`src/rtl/range_stream_source.sv`:
```
// Framed burst source: buffers up to DEPTH samples, then replays them with go/finish strobes.
// Optional running min/max tracking under `RANGE_STREAM_SOURCE_EXPECT_EN drives expected_range.
module range_stream_source #(
  parameter int WIDTH = 8,
  parameter int DEPTH = 16
) (
  input  logic                       clock,
  input  logic                       reset,
  input  logic                       wr_en,
  input  logic [WIDTH-1:0]           wr_data,
  input  logic                       clear,
  input  logic                       start,
  output logic [WIDTH-1:0]           data_out,
  output logic                       go,
  output logic                       finish,
  output logic                       busy,
  output logic                       done,
  output logic [$clog2(DEPTH):0]     count,
  output logic                       error,
  output logic [WIDTH-1:0]           expected_range,
  output logic [1:0]                 dbg_state
);

  localparam int AW = $clog2(DEPTH);
  localparam int CW = AW + 1;

  localparam logic [1:0] IDLE = 2'd0;
  localparam logic [1:0] SEND = 2'd1;
  localparam logic [1:0] DONE = 2'd2;

  logic [1:0]       r_state;
  logic [AW-1:0]    r_idx;
  logic [CW-1:0]    r_count;
  logic             r_error;
  logic [WIDTH-1:0] r_data;
  logic             r_go;
  logic             r_finish;
  logic             r_busy;
  logic             r_done;
  logic [WIDTH-1:0] r_mem [DEPTH];

  logic w_idle;
  logic w_full;
  logic w_wr_accept;
  logic w_last;

  assign w_idle      = (r_state == IDLE);
  assign w_full      = (r_count == CW'(DEPTH));
  assign w_wr_accept = w_idle && !clear && !start && wr_en && !w_full;
  assign w_last      = ({1'b0, r_idx} == (r_count - CW'(1)));

  // Buffer has no reset: contents only matter below r_count.
  always_ff @(posedge clock) begin
    if (w_wr_accept) r_mem[r_count[AW-1:0]] <= wr_data;
  end

  always_ff @(posedge clock) begin
    if (reset) begin
      r_state  <= IDLE;
      r_idx    <= '0;
      r_count  <= '0;
      r_error  <= 1'b0;
      r_data   <= '0;
      r_go     <= 1'b0;
      r_finish <= 1'b0;
      r_busy   <= 1'b0;
      r_done   <= 1'b0;
    end else begin
      r_go     <= 1'b0;
      r_finish <= 1'b0;
      r_done   <= 1'b0;
      r_data   <= '0;
      r_busy   <= 1'b0;
      case (r_state)
        IDLE: begin
          if (clear) begin
            r_count <= '0;
            r_error <= 1'b0;
          end else if (start) begin
            if (r_count >= CW'(2)) begin
              r_state <= SEND;
              r_idx   <= '0;
              if (wr_en) r_error <= 1'b1;
            end else begin
              r_error <= 1'b1;
            end
          end else if (wr_en) begin
            if (w_full) r_error <= 1'b1;
            else        r_count <= r_count + CW'(1);
          end
        end
        SEND: begin
          if (wr_en || clear) r_error <= 1'b1;
          r_data   <= r_mem[r_idx];
          r_go     <= (r_idx == '0);
          r_finish <= w_last;
          r_busy   <= 1'b1;
          r_idx    <= r_idx + AW'(1);
          if (w_last) r_state <= DONE;
        end
        DONE: begin
          if (wr_en || clear) r_error <= 1'b1;
          r_done  <= 1'b1;
          r_state <= IDLE;
        end
        default: r_state <= IDLE;
      endcase
    end
  end

`ifdef RANGE_STREAM_SOURCE_EXPECT_EN
  logic [WIDTH-1:0] r_min;
  logic [WIDTH-1:0] r_max;
  logic [WIDTH-1:0] r_range;
  logic [WIDTH-1:0] w_new_min;
  logic [WIDTH-1:0] w_new_max;

  // An empty buffer means the incoming sample seeds both extremes.
  assign w_new_min = ((r_count == '0) || (wr_data < r_min)) ? wr_data : r_min;
  assign w_new_max = ((r_count == '0) || (wr_data > r_max)) ? wr_data : r_max;

  always_ff @(posedge clock) begin
    if (reset || (w_idle && clear)) begin
      r_min   <= '0;
      r_max   <= '0;
      r_range <= '0;
    end else if (w_wr_accept) begin
      r_min   <= w_new_min;
      r_max   <= w_new_max;
      r_range <= w_new_max - w_new_min;
    end
  end

  assign expected_range = r_range;
`else
  assign expected_range = '0;
`endif

  assign data_out  = r_data;
  assign go        = r_go;
  assign finish    = r_finish;
  assign busy      = r_busy;
  assign done      = r_done;
  assign count     = r_count;
  assign error     = r_error;
  assign dbg_state = r_state;

endmodule

```
`config.mk`:
```
export PLATFORM = sky130hd
export DESIGN_NAME = range_stream_source
export DESIGN_NICKNAME = d
export VERILOG_FILES = /design/src/rtl/range_stream_source.sv
export SDC_FILE = /design/constraint.sdc
export NUM_CORES = 1
export LEC_CHECK = 0
export ABC_AREA = 1
export BUFFER_PORTS_ARGS = -buffer_cell sky130_fd_sc_hd__buf_4
export CELL_PAD_IN_SITES_DETAIL_PLACEMENT = 2
export CELL_PAD_IN_SITES_GLOBAL_PLACEMENT = 2
export CORE_ASPECT_RATIO = 0.5
export CORE_UTILIZATION = 44
export DETAILED_ROUTE_END_ITERATION = 7
export GPL_ROUTABILITY_DRIVEN = 0
export PLACE_DENSITY_LB_ADDON = 0.1
export SYNTH_ARGS = -nofsm -noshare
export SYNTH_HDL_FRONTEND = slang
export SYNTH_SLANG_ARGS = --single-unit
```
`constraint.sdc`:
```
create_clock -name clock -period 4.35 [get_ports clock]
set_input_delay 0.87 -clock clock [delete_from_list [all_inputs] [get_ports clock]]
set_output_delay 0.87 -clock clock [all_outputs]
set_load 0.05 [all_outputs]
```
==> results of run 1 <==
cell usage after synthesis, types with 13 or more instances:
master,count,area [sq um]
o21ai_0,57,285
nor2_1,110,413
nand3_1,14,70.1
nand2_1,65,244
buf_4,13,97.6
o22ai_1,20,125
o21ai_1,13,65.1
edfxtp_1,128,3840
dfxtp_1,24,480
inv_1,25,93.8
o211ai_1,16,120
final cells by class:
class | instances | area, sq um | share of cell area, %
clock inverters | 8 | 82.6 | 1.13
multi-input cells | 353 | 1770 | 24.1
well taps | 192 | 240 | 3.28
repair buffers | 35 | 263 | 3.59
flip-flops and latches | 152 | 4330 | 59.0
clock buffers | 24 | 537 | 7.33
inverters | 30 | 113 | 1.54
worst min-delay path, stage by stage, from the launching register on:
cell and delay, ns:
dfxtp_1 0.31, inv_1 0.05, a21oi_1 0.05
cell usage in the layout (no fill, tap or decap), drive strengths merged, types with 2 or more instances in the layout:
master | Yosys | layout
a21oi | 13 | 13
nand3 | 14 | 14
o22ai | 20 | 20
clkinv | 0 | 6
buf | 26 | 35
dfxtp | 24 | 24
o211ai | 16 | 16
inv | 30 | 30
nor2 | 115 | 115
o21ai | 72 | 72
nor3 | 3 | 3
ha | 11 | 11
clkbuf | 8 | 24
nand2 | 72 | 72
conb | 1 | 8
a31oi | 5 | 5
a211oi | 2 | 2
edfxtp | 128 | 128
kinds of logic after synthesis:
logic type / Yosys count / share of synthesized area [%]
other: 1 / 0.0588
AND/OR/NAND/NOR: 206 / 13.4
adder cells (fa/ha/maj): 11 / 2.16
buffers and inverters: 64 / 4.89
AO/OA/AOI/OAI: 128 / 11.7
flip-flops: 152 / 67.8
how the worst max path moves through the flow:
stage | start | cells after the start | to
floorplan | count[0] | 9 | r_mem[0][0]
global route | count[0] | 9 | r_mem[7][6]
finish | count[0] | 9 | r_mem[7][6]
global placement | start | 8 | r_mem[7][5]
detailed placement | start | 8 | r_mem[8][2]
CTS | count[0] | 9 | r_mem[7][6]
flip-flops by register name (all words and copies together), names as in the netlist:
name       cells
r_mem        128
data_out       8
count          5
r_idx          4
dbg_state      2
busy           1
done           1
error          1
finish         1
go             1
power breakdown:
group	internal [W]	switching, W	total (W)	leakage, nW
clock network	0.000927	0.000654	0.00158	0.301
logic	0.000119	0.000342	0.000461	0.992
registers	0.00161	0.0000240	0.00163	1.35
total	0.00265	0.00102	0.00367	2.64
metal layers:
metal	vias to the layer above	share of wire (%)	global-route usage (%)
met4	0	2.0	11.2
met2	225	47	52.7
met5	-	0	0
met3	39	7.5	8.95
met1	2457	44	43.9
li1	2010	-	-
through the flow:
stage / util, % / area, sq um / hold WS [ns]
6_report: 52.9 / 7330 / 0.454
5_1_grt: 52.9 / 7330 / 0.481
4_1_cts: 52.9 / 7330 / 0.459
3_5_place_dp: 48.4 / 6710 / 0.446
3_3_place_gp: 48.4 / 6710 / 0.437
2_1_floorplan: - / 6400 / 0.559
==> results.toml, run 1 <==
[run_status]
run_status = "finished clean"

[grt]
grt_antenna_before_repair = 0
grt-ovfl-total = 0
grt_use_total_pct = 33.0
grt_pass1_vias = 4919
grt_pass1_wl_mm = 33.5
grt_max_degree = 68

[sta]
slew_viol_final = 0
finalSetupTns_ns = 0
min_period_ns = 2.73
tightest_slew_ns = 0.821
slew_headroom_pct = 45.1
period_share_pct = 62.7
setup_slack_ns = 1.62
setup_viol = 0
rsz0062_at_grt = "false"
hold_viol = 0
fin_skew_ns = 0.0162
fmax_ghz = 0.367

[place]
numPortBuffers = 32
place_ws_ns = 1.56
dp_hpwl_mm = 14.2
dp_cells = 762

[power]
p_leak_nw = 2.64
total_power_w = 0.00367
ir_drop_mv = 0.303
powerDensity_mw_per_mm2 = 501

[synthesis]
ys_seq_area_share_pct = 67.8
netlist_area_sq_mm = 0.00638
synthFlopType = "edfxtp_1"
avgSynthCellArea_sq_um = 11.3
ys_types = 30
synth-edff-count = 128
yosysWarnings = 0
postSynthCellCount = 562
synth-async-reset-ratio_pct = 0
ys_ff_latch = 152

[clocking]
holdBufCountCts = 0
clockBufferDepth = 2
clk_latency_ns = 0.45
cts_setup_buffers = 0
root_buffer = "clkbuf_16"
cts.sinks = 152
htree_num_levels = 4
tritoncts = "done"
post_cts_resized = 0
cts_buffers = 17
cts.clk_slew.worst_paths_ns = 0.07

[layout]
fin_nets = 613
layout-drive-gt1-share_pct = 14.6
diodes = 0
instances_no_fill = 794
area_delta_synth_final_pct = 14.9
fill_cells = 1357

[die]
coreArea_sq_mm = 0.0139
start_util_pct = 46.0
dieArea_sq_mm = 0.0150
io_pins = 41
dieWidth_microns = 172
rows = 30
die_h_microns = 87.1

[critical_path]
path_buf_inv = 1
crit_required_ns = 4.42
cp-end-kind = "register"
rr_endpoint = "r_mem[7][6]"
arrival_ns = 2.80
crit_fanout = 8
r2r_start = "count[0]"
max_stage_delay_ns = 0.66
crit_type = "register to register"
slowest_stage = "nor2_1"
r2r_slack_ns = 1.62
path_cells = "inv_1, ha_1, nand2_1, nor2_2, nor2_1, nand2_1, nor2_4, nand2_2, nor2_1"
path_delay_family = "simple AND/OR/NAND/NOR gates"
critPathLaunchType = "register"
r2r_cells = 9

[detailed_routing]
totalWireLength_mm = 22.8
ant_nets = 0
drtIter0Drc = 398
vias = 4731
first_pass_iters = 5
wl_per_cell_microns = 28.7
drc = 0
via_per_inst = 5.96

[job]
max_cap_viol_count = 0

[min_path]
min-delay-start = "error"
min_path_cells = 2
min_path_type = "register to register"
hold_path_end = "error"
(Power assumes the default switching activity.)
==> run 2, diff against run 1 <==
CORE_UTILIZATION = 37   (was 44)
clock period = 2.2 ns   (was 4.35 ns; I/O delays follow)
==> results.toml, run 2 (synthesis gave the netlist of run 1 again) <==
[critical_path]
r2r_start = "dbg_state[1]"
crit_type = "register to register"
rr_endpoint = "r_mem[7][0]"
cp-end-kind = "register"
r2r_slack_ns = 0.16
crit_required_ns = 2.34
critPathLaunchType = "register"
crit_fanout = 8
worstSetupStartpoint = "dbg_state[1]"
r2r_cells = 11
arrival_ns = 2.18

[sta]
hold_viol = 0
fmax_ghz = 0.490
tightest_slew_ns = 0.611
period_share_pct = 92.7
setup_viol = 0
min_period_ns = 2.04
rsz0062_at_grt = "true"
finalSetupTns_ns = 0
fin_skew_ns = 0.00786
slew_viol_final = 0
slew_headroom_pct = 59.2

[min_path]
hold_path_end = "dbg_state[0]"
min_path_cells = 2
min_path_type = "input port to register"
min-delay-start = "reset"

[grt]
grt_max_degree = 65
grt_antenna_before_repair = 0
grt_pass1_vias = 4935
grt_use_total_pct = 24.4
grt_pass1_wl_mm = 31.2
grt-ovfl-total = 0

[layout]
largest_register_ffs = 128
fin_nets = 645
final_area_sq_mm = 0.00769
diodes = 0
layout-drive-gt1-share_pct = 19.9
layout_commonest_cell = "edfxtp_1"
final_cell_mix = "128 x edfxtp_1, 110 x nor2_1, 65 x nand2_1"
area_delta_synth_final_pct = 20.5
instances_no_fill = 861

[power]
powerDensity_mw_per_mm2 = 968
p_leak_nw = 2.83
ir_drop_mv = 0.559

[detailed_routing]
vias = 4640
drc = 0
wl_per_cell_microns = 23.6
ant_nets = 0
drtIter0Drc = 399
via_per_inst = 5.39
first_pass_iters = 5
totalWireLength_mm = 20.3

[clocking]
cts_buffers = 17
clockBufferDepth = 2
post_cts_resized = 0
cts.sinks = 152
htree_num_levels = 4
root_buffer = "clkbuf_16"
clk_latency_ns = 0.43
holdBufCountCts = 0
tritoncts = "done"
cts.clk_slew.worst_paths_ns = 0.07
cts_setup_buffers = 0

[place]
placed_area_sq_mm = 0.00703
dp_hpwl_mm = 13.5
numPortBuffers = 32
dp_cells = 829

[die]
start_util_pct = 38.4
dieWidth_microns = 188
dieArea_sq_mm = 0.0178
rows = 33
die_h_microns = 94.8
coreArea_sq_mm = 0.0166
io_pins = 41

[run_status]
run_status = "finished clean"

[job]
max_cap_viol_count = 0
run 2: changes by cell type in the layout (fill, tap and decap cells not counted), moves of 3 or more:
cell and change:
buf_12 +3, buf_4 +28, bufinv_16 +3, clkbuf_1 -3, clkbuf_16 -4, clkinv_4 -3, dfxtp_1 -3, dfxtp_2 +3
inv_6 +5
run 2: how the worst max path moves through the flow:
stage	to	slack (ns)
4_1_cts	r_mem[7][5]	0.09
2_1_floorplan	r_mem[0][0]	-0.09
6_report	r_mem[7][0]	0.16
3_5_place_dp	r_mem[8][5]	0.13
5_1_grt	r_mem[12][1]	-0.002
3_3_place_gp	r_mem[8][6]	0.28
run 2: layout make-up:
class | instances | area [sq um]
Fill cell | 1707 | 8910
Sequential cell | 152 | 4330
Multi-Input combinational cell | 353 | 1770
Timing Repair Buffer | 67 | 544
Clock buffer | 18 | 439
Tap cell | 227 | 284
Clock inverter | 14 | 210
Inverter | 30 | 113
run 2: critical path, stage by stage, from the launching register on:
cell and delay [ns]:
dfxtp_1 0.34, inv_1 0.11, ha_1 0.19, inv_2 0.06
nor2_4 0.09, inv_2 0.06, nor2_1 0.11, nand2_1 0.10
nor2_4 0.19, nand2_2 0.15, nor2_1 0.17, buf_6 0.18
run 2: routing by layer:
layer  share of wire, %  vias to the layer above  global-route usage [%]
met2                 44                      155                    37.8
met1                 49                     2385                    34.5
met3                4.8                       26                    5.17
li1                   -                     2074                       -
met5                  0                        -                       0
met4                1.9                        0                    7.52
run 2: per-stage QoR:
step	util [%]	total power [W]	worst slack [ns]	hold WS, ns
2_1_floorplan	-	0.00388	-0.0859	0.502
3_3_place_gp	42.4	0.00419	0.279	0.450
3_5_place_dp	42.4	0.00422	0.126	0.454
4_1_cts	46.3	0.00750	0.0907	0.208
5_1_grt	46.3	0.00768	-0.00243	0.204
6_report	46.3	0.00744	0.160	0.214
run 2: power by group:
group	switching, W	internal (W)	leakage, nW	total, W
Combinational	0.000663	0.000277	1.17	0.000940
Clock	0.00132	0.00197	0.312	0.00328
Sequential	0.0000369	0.00318	1.35	0.00322
Total	0.00202	0.00542	2.83	0.00744
